<file path="src/rtl/riscv_pkg.sv">
// Shared types and constants for the RISC-V core front end.
//   XLEN          default address/instruction width
//   NOP_INSN      canonical NOP (addi x0, x0, 0) shown when nothing is presented
//   fetch_entry_t {pc, ins} pair held in the prefetch buffer
//   redirect_t    {valid, pc} taken-branch redirect from EX
//   align_word()  clears the byte-offset bits of an address
package riscv_pkg;

    localparam int XLEN = 32;

    localparam logic [31:0] NOP_INSN = 32'h0000_0013;

    typedef struct packed {
        logic [XLEN-1:0] pc;
        logic [XLEN-1:0] ins;
    } fetch_entry_t;

    typedef struct packed {
        logic            valid;
        logic [XLEN-1:0] pc;
    } redirect_t;

    function automatic logic [XLEN-1:0] align_word(input logic [XLEN-1:0] addr);
        return addr & ~(XLEN'(3));
    endfunction

endpackage

</file>
<file path="src/rtl/fetch_fifo.sv">
// Synchronous FIFO used by the fetch unit, both as the prefetch buffer and
// as the queue of PCs belonging to outstanding memory requests.
//   clk, rst      clock, synchronous active-high reset
//   push, din     write an entry (ignored when full unless a pop frees a slot)
//   pop, dout     dout is the head entry; pop advances the head when not empty
//   flush         empties the FIFO; takes priority over push and pop
//   count         number of stored entries (0..DEPTH)
//   full, empty   status flags derived from count
// DEPTH must be a power of two so the pointers wrap naturally.
module fetch_fifo #(
    parameter int WIDTH = 64,
    parameter int DEPTH = 4
) (
    input  logic                     clk,
    input  logic                     rst,
    input  logic                     push,
    input  logic                     pop,
    input  logic                     flush,
    input  logic [WIDTH-1:0]         din,
    output logic [WIDTH-1:0]         dout,
    output logic [$clog2(DEPTH):0]   count,
    output logic                     full,
    output logic                     empty
);

    localparam int AW = $clog2(DEPTH);

    logic [WIDTH-1:0] mem [DEPTH];
    logic [AW-1:0]    head;
    logic [AW-1:0]    tail;
    logic             do_push;
    logic             do_pop;

    assign empty   = (count == '0);
    assign full    = (count == (AW+1)'(DEPTH));
    assign do_pop  = pop && !empty;
    assign do_push = push && (!full || do_pop);
    assign dout    = mem[head];

    always_ff @(posedge clk) begin
        if (rst || flush) begin
            head  <= '0;
            tail  <= '0;
            count <= '0;
        end else begin
            if (do_push) tail <= tail + AW'(1);
            if (do_pop)  head <= head + AW'(1);
            count <= count + (AW+1)'(do_push) - (AW+1)'(do_pop);
        end
    end

    // Storage needs no reset: an entry is only read after it has been written.
    always_ff @(posedge clk) begin
        if (do_push) mem[tail] <= din;
    end

endmodule

</file>
<file path="src/rtl/fetch_unit.sv">
// Credit-controlled instruction fetch stage.
// Issues in-order fetches to instruction memory, buffers the returned
// instructions in a DEPTH-entry prefetch FIFO and presents them to IF/ID.
// Taken-branch redirects flush the buffer and drop responses that belong to
// requests issued before the redirect.
//   clk, rst                      clock, synchronous active-high reset
//   imem_req_valid/ready, addr    fetch request handshake
//   imem_rsp_valid, rsp_data      in-order responses from memory
//   redirect_valid, redirect_pc   taken branch from EX (target word-aligned here)
//   if_valid/ready, if_pc, if_ins delivery handshake to IF/ID
//   perf_fetched, perf_flushes    instructions delivered / redirects seen
//                                 (present only when FETCH_PERF_EN is defined)
// XLEN overrides must match riscv_pkg::XLEN, which sizes the shared structs.
module fetch_unit #(
    parameter int              XLEN     = riscv_pkg::XLEN,
    parameter int              DEPTH    = 4,
    parameter logic [XLEN-1:0] RESET_PC = '0
) (
    input  logic            clk,
    input  logic            rst,
    output logic            imem_req_valid,
    input  logic            imem_req_ready,
    output logic [XLEN-1:0] imem_addr,
    input  logic            imem_rsp_valid,
    input  logic [XLEN-1:0] imem_rsp_data,
    input  logic            redirect_valid,
    input  logic [XLEN-1:0] redirect_pc,
    output logic            if_valid,
    input  logic            if_ready,
    output logic [XLEN-1:0] if_pc,
    output logic [XLEN-1:0] if_ins
`ifdef FETCH_PERF_EN
    ,
    output logic [31:0]     perf_fetched,
    output logic [31:0]     perf_flushes
`endif
);

    import riscv_pkg::*;

    localparam int CW = $clog2(DEPTH) + 1;

    redirect_t       redir;
    fetch_entry_t    pf_din;
    fetch_entry_t    pf_dout;
    logic [XLEN-1:0] fetch_pc;
    logic [XLEN-1:0] pcq_dout;
    logic [CW-1:0]   pf_count;
    logic [CW-1:0]   pcq_count;
    logic [CW-1:0]   discard;
    logic [CW-1:0]   discard_n;
    logic [CW-1:0]   out_next;
    logic            pf_push, pf_pop, pf_full, pf_empty;
    logic            pcq_full, pcq_empty;
    logic            credit_ok;
    logic            req_fire;
    logic            rsp_accept;

    assign redir = {redirect_valid, align_word(redirect_pc)};

    // Credit counts both buffered and in-flight fetches, using registered
    // occupancy only so if_ready never reaches the request path.
    assign credit_ok      = ({1'b0, pf_count} + {1'b0, pcq_count}) < (CW+1)'(DEPTH);
    assign imem_req_valid = !rst && !redir.valid && credit_ok && !pcq_full;
    assign imem_addr      = fetch_pc;
    assign req_fire       = imem_req_valid && imem_req_ready;

    // A response with nothing outstanding belongs to a request from before
    // reset and is ignored.
    assign rsp_accept = imem_rsp_valid && !pcq_empty && !rst;

    assign pf_push = rsp_accept && (discard == '0);
    assign pf_din  = {pcq_dout, imem_rsp_data};
    assign pf_pop  = if_valid && if_ready;

    assign if_valid = !pf_empty && !redir.valid;
    assign if_pc    = pf_empty ? '0 : pf_dout.pc;
    assign if_ins   = pf_empty ? XLEN'(NOP_INSN) : pf_dout.ins;

    // Everything still in flight after a redirect cycle is stale; a response
    // landing in the redirect cycle itself is lost to the flush.
    assign out_next = pcq_count + CW'(req_fire) - CW'(rsp_accept);

    always_comb begin
        discard_n = discard;
        if (rsp_accept && (discard != '0)) discard_n = discard - CW'(1);
        if (redir.valid)                   discard_n = out_next;
    end

    always_ff @(posedge clk) begin
        if (rst) begin
            fetch_pc <= RESET_PC;
            discard  <= '0;
        end else begin
            discard <= discard_n;
            if (redir.valid)   fetch_pc <= redir.pc;
            else if (req_fire) fetch_pc <= fetch_pc + XLEN'(4);
        end
    end

    fetch_fifo #(
        .WIDTH ($bits(fetch_entry_t)),
        .DEPTH (DEPTH)
    ) u_pf (
        .clk   (clk),
        .rst   (rst),
        .push  (pf_push),
        .pop   (pf_pop),
        .flush (redir.valid),
        .din   (pf_din),
        .dout  (pf_dout),
        .count (pf_count),
        .full  (pf_full),
        .empty (pf_empty)
    );

    // PCs of outstanding requests; never flushed, since every request still
    // gets a response that must be matched (and possibly discarded).
    fetch_fifo #(
        .WIDTH (XLEN),
        .DEPTH (DEPTH)
    ) u_pcq (
        .clk   (clk),
        .rst   (rst),
        .push  (req_fire),
        .pop   (rsp_accept),
        .flush (1'b0),
        .din   (fetch_pc),
        .dout  (pcq_dout),
        .count (pcq_count),
        .full  (pcq_full),
        .empty (pcq_empty)
    );

`ifdef FETCH_PERF_EN
    always_ff @(posedge clk) begin
        if (rst) begin
            perf_fetched <= '0;
            perf_flushes <= '0;
        end else begin
            if (pf_pop)      perf_fetched <= perf_fetched + 32'd1;
            if (redir.valid) perf_flushes <= perf_flushes + 32'd1;
        end
    end
`endif

endmodule
</file>
<file path="config.mk">
export PLATFORM = sky130hd
export DESIGN_NAME = fetch_unit
export DESIGN_NICKNAME = d
export VERILOG_FILES = /design/src/rtl/riscv_pkg.sv /design/src/rtl/fetch_fifo.sv /design/src/rtl/fetch_unit.sv
export SDC_FILE = /design/constraint.sdc
export NUM_CORES = 1
export LEC_CHECK = 0
export ABC_AREA = 0
export BUFFER_PORTS_ARGS = -buffer_cell sky130_fd_sc_hd__clkbuf_2
export CAP_MARGIN = 5
export CORE_MARGIN = 4
export CORE_UTILIZATION = 40
export CTS_CLUSTER_SIZE = 25
export DETAILED_ROUTE_END_ITERATION = 7
export GPL_ROUTABILITY_DRIVEN = 0
export HOLD_SLACK_MARGIN = 0.1
export PLACE_DENSITY_LB_ADDON = 0.15
export SLEW_MARGIN = 30
export SYNTH_ARGS = -nofsm -noshare
export SYNTH_HDL_FRONTEND = slang
export SYNTH_SLANG_ARGS = --single-unit
</file>
<file path="constraint.sdc">
create_clock -name clk -period 3 [get_ports clk]
set_input_delay 0.45 -clock clk [delete_from_list [all_inputs] [get_ports clk]]
set_output_delay 0.45 -clock clk [all_outputs]
set_load 0.005 [all_outputs]
</file>
==> impl_summary.txt <==
----------------------------------------------------
[Worst setup path]
  Worst reg-to-reg setup slack ... 330 ps
  Largest fanout on the critical path ... 11
  Critical register-to-register path endpoint ... imem_addr[26]$_SDFFE_PP0P_
  Setup crit end kind ... primary output
  Cells on worst reg2reg path ... 6
  Critical path start-end classification ... register to primary output
  Worst path arrival time ... 2310 ps
  Required time of the worst setup path ... 2550 ps
  Critical path endpoint ... if_ins[0]
  Startpoint of the worst-slack reg-to-reg timing path ... imem_addr[2]$_SDFFE_PP0P_
  Startpoint kind of the worst setup timing path ... register

[Clocking]
  Clock tree from TritonCTS ... done
  Total clock buffers created by CTS ... between 40 and 50
  Later-pin clock latency in the skew report ... 560 ps
  Number of H-tree levels ... 2
  Largest buffer count on any clock path ... 3
  Reg clk slew, reported paths ... about 60 ps
  Post-CTS setup repair buffer count ... 0
  Hold_buf cts ... 31
  Cts repair resizes ... 0
  Cell at the root of the clock tree ... sky130_fd_sc_hd__clkbuf_16
  Number of sinks driven by the clock tree ... 419

[STA]
  Worst hold slack ... 132 ps
  Crit share post-route ... 91.9%
  Unrepaired setup endpoints after global routing ... false
  Final count of negative-setup-slack endpoints ... 0
  Final-report hold violation count ... 0
  Final critical delay including setup and external delays ... roughly 2800 ps
  Number of pins with negative max-slew slack in the final report ... 0
  Max-Slew Margin vs Limit ... 55.7%
  Actual transition at the worst max-transition pin ... 659 ps
  Aggregate negative setup slack ... 0 ps
  F_max ... 363 MHz
  Final setup skew ... 15.6 ps

[Floorplan]
  I/O pin cnt ... 168
  Effective utilization at floorplan ... 40.7%
  Floorplan Core Area ... 41000 µm²
  Total Die Area ... 45000 µm²
  Floorplan die height ... 212 µm
  FP Rows ... 74
  X dimension of the die ... roughly 210 µm

[Drt]
  Vias ... between 9000 and 10000
  Vias/cell ... 5.21
  Number of DRC violations after detailed routing ... 0
  Number of detailed-routing iterations run before antenna repair ... 5
  Total wire length ... 35600 µm
  Final antenna-violating net count ... 0
  Detail-routed net length per standard cell ... 20.5 µm
  Violation count after the first detailed-route iteration ... between 600 and 700

[Synth]
  Gate count after technology mapping ... 929
  Register area share after synthesis ... 72.3%
  Async S/R FF share, synth ... 0%
  Dominant cell type by area after synthesis ... sky130_fd_sc_hd__edfxtp_1
  Yosys warning count ... 0
  Mean instance size in the synthesized netlist ... around 18 µm²
  Most used DFF post-synth ... sky130_fd_sc_hd__edfxtp_1
  Number of synthesized flops with an enable pin ... 368
  Yosys top cell area share ... 66.2%
  Yosys reg bits ... roughly 420
  Ranking of synthesized cells by area ... sky130_fd_sc_hd__edfxtp_1 66%, sky130_fd_sc_hd__mux4_2 12%, sky130_fd_sc_hd__dfxtp_1 6.1%, sky130_fd_sc_hd__nor2b_1 2.3%, sky130_fd_sc_hd__ha_1 1.4%
  Synth cell types ... 59
  Summed instance area of the synthesized netlist ... around 17000 µm²

[Min path]
  Hold Path Class ... input port to register
  Hold Path Stages ... 1

[Power]
  Highest ir drop seen on vdd ... around 370 µV
  Cell area power density ... between 600 and 700 nW/µm²
  Leakage power ... between 6 and 7 nW

[Cells and area]
  Share of post-route cells with drive strength above 1 ... 32.6%
  Final #Nets ... ~1300
  Highest-count cells in the layout ignoring fill and taps ... 368 x sky130_fd_sc_hd__edfxtp_1, 161 x sky130_fd_sc_hd__clkbuf_2, 92 x sky130_fd_sc_hd__mux4_2, 62 x sky130_fd_sc_hd__nor2b_1, 48 x sky130_fd_sc_hd__dfxtp_1
  Ant diodes ... 0
  Growth of design area from synthesis to finish ... 22.3%
  Commonest non-fill, non-tap cell in the layout ... sky130_fd_sc_hd__edfxtp_1

[Run status]
  Status ... finished clean

[Place]
  Final HPWL DP ... 22900 µm
  Number of input and output port buffers inserted ... 161

[GRT]
  Pin count of the biggest net entering global routing ... between 60 and 70
  Via count of the first global-routing pass ... 9459
  Overall track demand over capacity in global routing ... 16.0%
  Initial antenna violation count ... 0
  Overflow left after global routing ... 0
  Global-route wire length before repair ... 55500 µm

[Job]
  Max-cap check violation count ... 0

----------------------------------------------------
[worst max-delay path, cell delays in order (launching register included)]
cell and delay [ps]:
sky130_fd_sc_hd__dfxtp_4 510, sky130_fd_sc_hd__buf_4 310, sky130_fd_sc_hd__mux4_2 520, sky130_fd_sc_hd__or2_2 290
sky130_fd_sc_hd__clkbuf_2 120
[final cells by class]
class | instances | area, µm²
fillers | 3469 | 20600
flip-flops and latches | 419 | 12100
multi-input cells | 432 | 4310
repair buffers | 246 | 1730
clock buffers | 53 | 1180
well taps | 532 | 666
clock inverters | 27 | 338
inverters | 29 | 109
[synthesized netlist by cell type, types with 4 or more instances]
master and count:
sky130_fd_sc_hd__edfxtp_1 368, sky130_fd_sc_hd__mux4_2 92, sky130_fd_sc_hd__nor2b_1 62, sky130_fd_sc_hd__dfxtp_1 51
sky130_fd_sc_hd__nor2_1 39, sky130_fd_sc_hd__clkbuf_1 32, sky130_fd_sc_hd__inv_1 27, sky130_fd_sc_hd__nand2_1 26
sky130_fd_sc_hd__ha_1 19, sky130_fd_sc_hd__nand3_1 17, sky130_fd_sc_hd__nor3_1 15, sky130_fd_sc_hd__xnor2_1 15
sky130_fd_sc_hd__a21oi_1 13, sky130_fd_sc_hd__buf_1 13, sky130_fd_sc_hd__a211oi_1 11, sky130_fd_sc_hd__a31oi_1 11
sky130_fd_sc_hd__and3_1 10, sky130_fd_sc_hd__nand4_1 10, sky130_fd_sc_hd__nor4_1 8, sky130_fd_sc_hd__o21ai_0 8
sky130_fd_sc_hd__and2_1 7, sky130_fd_sc_hd__xor2_1 7, sky130_fd_sc_hd__a311oi_1 4, sky130_fd_sc_hd__and4_1 4
sky130_fd_sc_hd__buf_4 4, sky130_fd_sc_hd__or2_2 4
[through the flow]
step / instance area (µm²) / instances / power (W) / utilization (%) / setup WS [ps]
final: 20400 / 1738 / 0.0141 / 49.8 / 244
after global placement: 18600 / 1627 / 0.00854 / 45.3 / 391
after CTS: 20400 / 1738 / 0.0143 / 49.8 / 154
after floorplan: 16700 / 932 / 0.00795 / - / 316
after global routing: 20400 / 1738 / 0.0147 / 49.8 / 92.3
after detailed placement: 18600 / 1627 / 0.00857 / 45.3 / 351
[power by group]
part / switching [W] / total (W) / internal (W)
Sequential: 0.000172 / 0.00691 / 0.00674
Clock: 0.00216 / 0.00564 / 0.00348
Combinational: 0.000804 / 0.00153 / 0.000725
Total: 0.00313 / 0.0141 / 0.0109
[cell families after synthesis]
kind of cell	after synthesis	share of synthesized area, %
DFF	419	72.3
and+or+nand+nor	221	7.36
muxes	96	12.7
buffers and inverters	81	1.93
AOI/OAI and AO/OA	67	2.73
adders and majority gates	22	1.78
xor gates and xnor gates	22	1.15
other	1	0.0225
[routing by layer]
| layer | vias up | share of wire (%) | global-route usage [%] |
|---|---|---|---|
| li1 | 4158 | - | - |
| met1 | 4601 | 45 | 22.2 |
| met2 | 258 | 48 | 26.3 |
| met3 | 40 | 5.2 | 3.26 |
| met4 | 0 | 1.7 | 3.93 |
| met5 | - | 0 | 0 |
[worst min path at each step]
stage / startpoint / slack (ps) / to
6_report: imem_rsp_data[0] / 130 / u_pf.mem[1][0]$_DFFE_PP_
2_1_floorplan: u_pcq.tail[1]$_SDFFE_PP0P_ / 470 / u_pcq.tail[1]$_SDFFE_PP0P_
3_3_place_gp: u_pcq.tail[1]$_SDFFE_PP0P_ / 500 / u_pcq.tail[1]$_SDFFE_PP0P_
3_5_place_dp: u_pcq.tail[1]$_SDFFE_PP0P_ / 500 / u_pcq.tail[1]$_SDFFE_PP0P_
5_1_grt: imem_rsp_data[0] / 100 / u_pf.mem[2][0]$_DFFE_PP_
4_1_cts: imem_rsp_data[27] / 100 / u_pf.mem[0][27]$_DFFE_PP_
[flip-flops by register name, indices dropped and copies added, names as in the netlist, named ones only]
signal / count
u_pf.mem: 248
u_pf.tail: 2
u_pf.count: 3
u_pcq.tail: 2
discard: 3
u_pcq.count: 3
imem_addr: 30
u_pf.head: 2
u_pcq.head: 2
u_pcq.mem: 120
(Power assumes the default switching activity.)
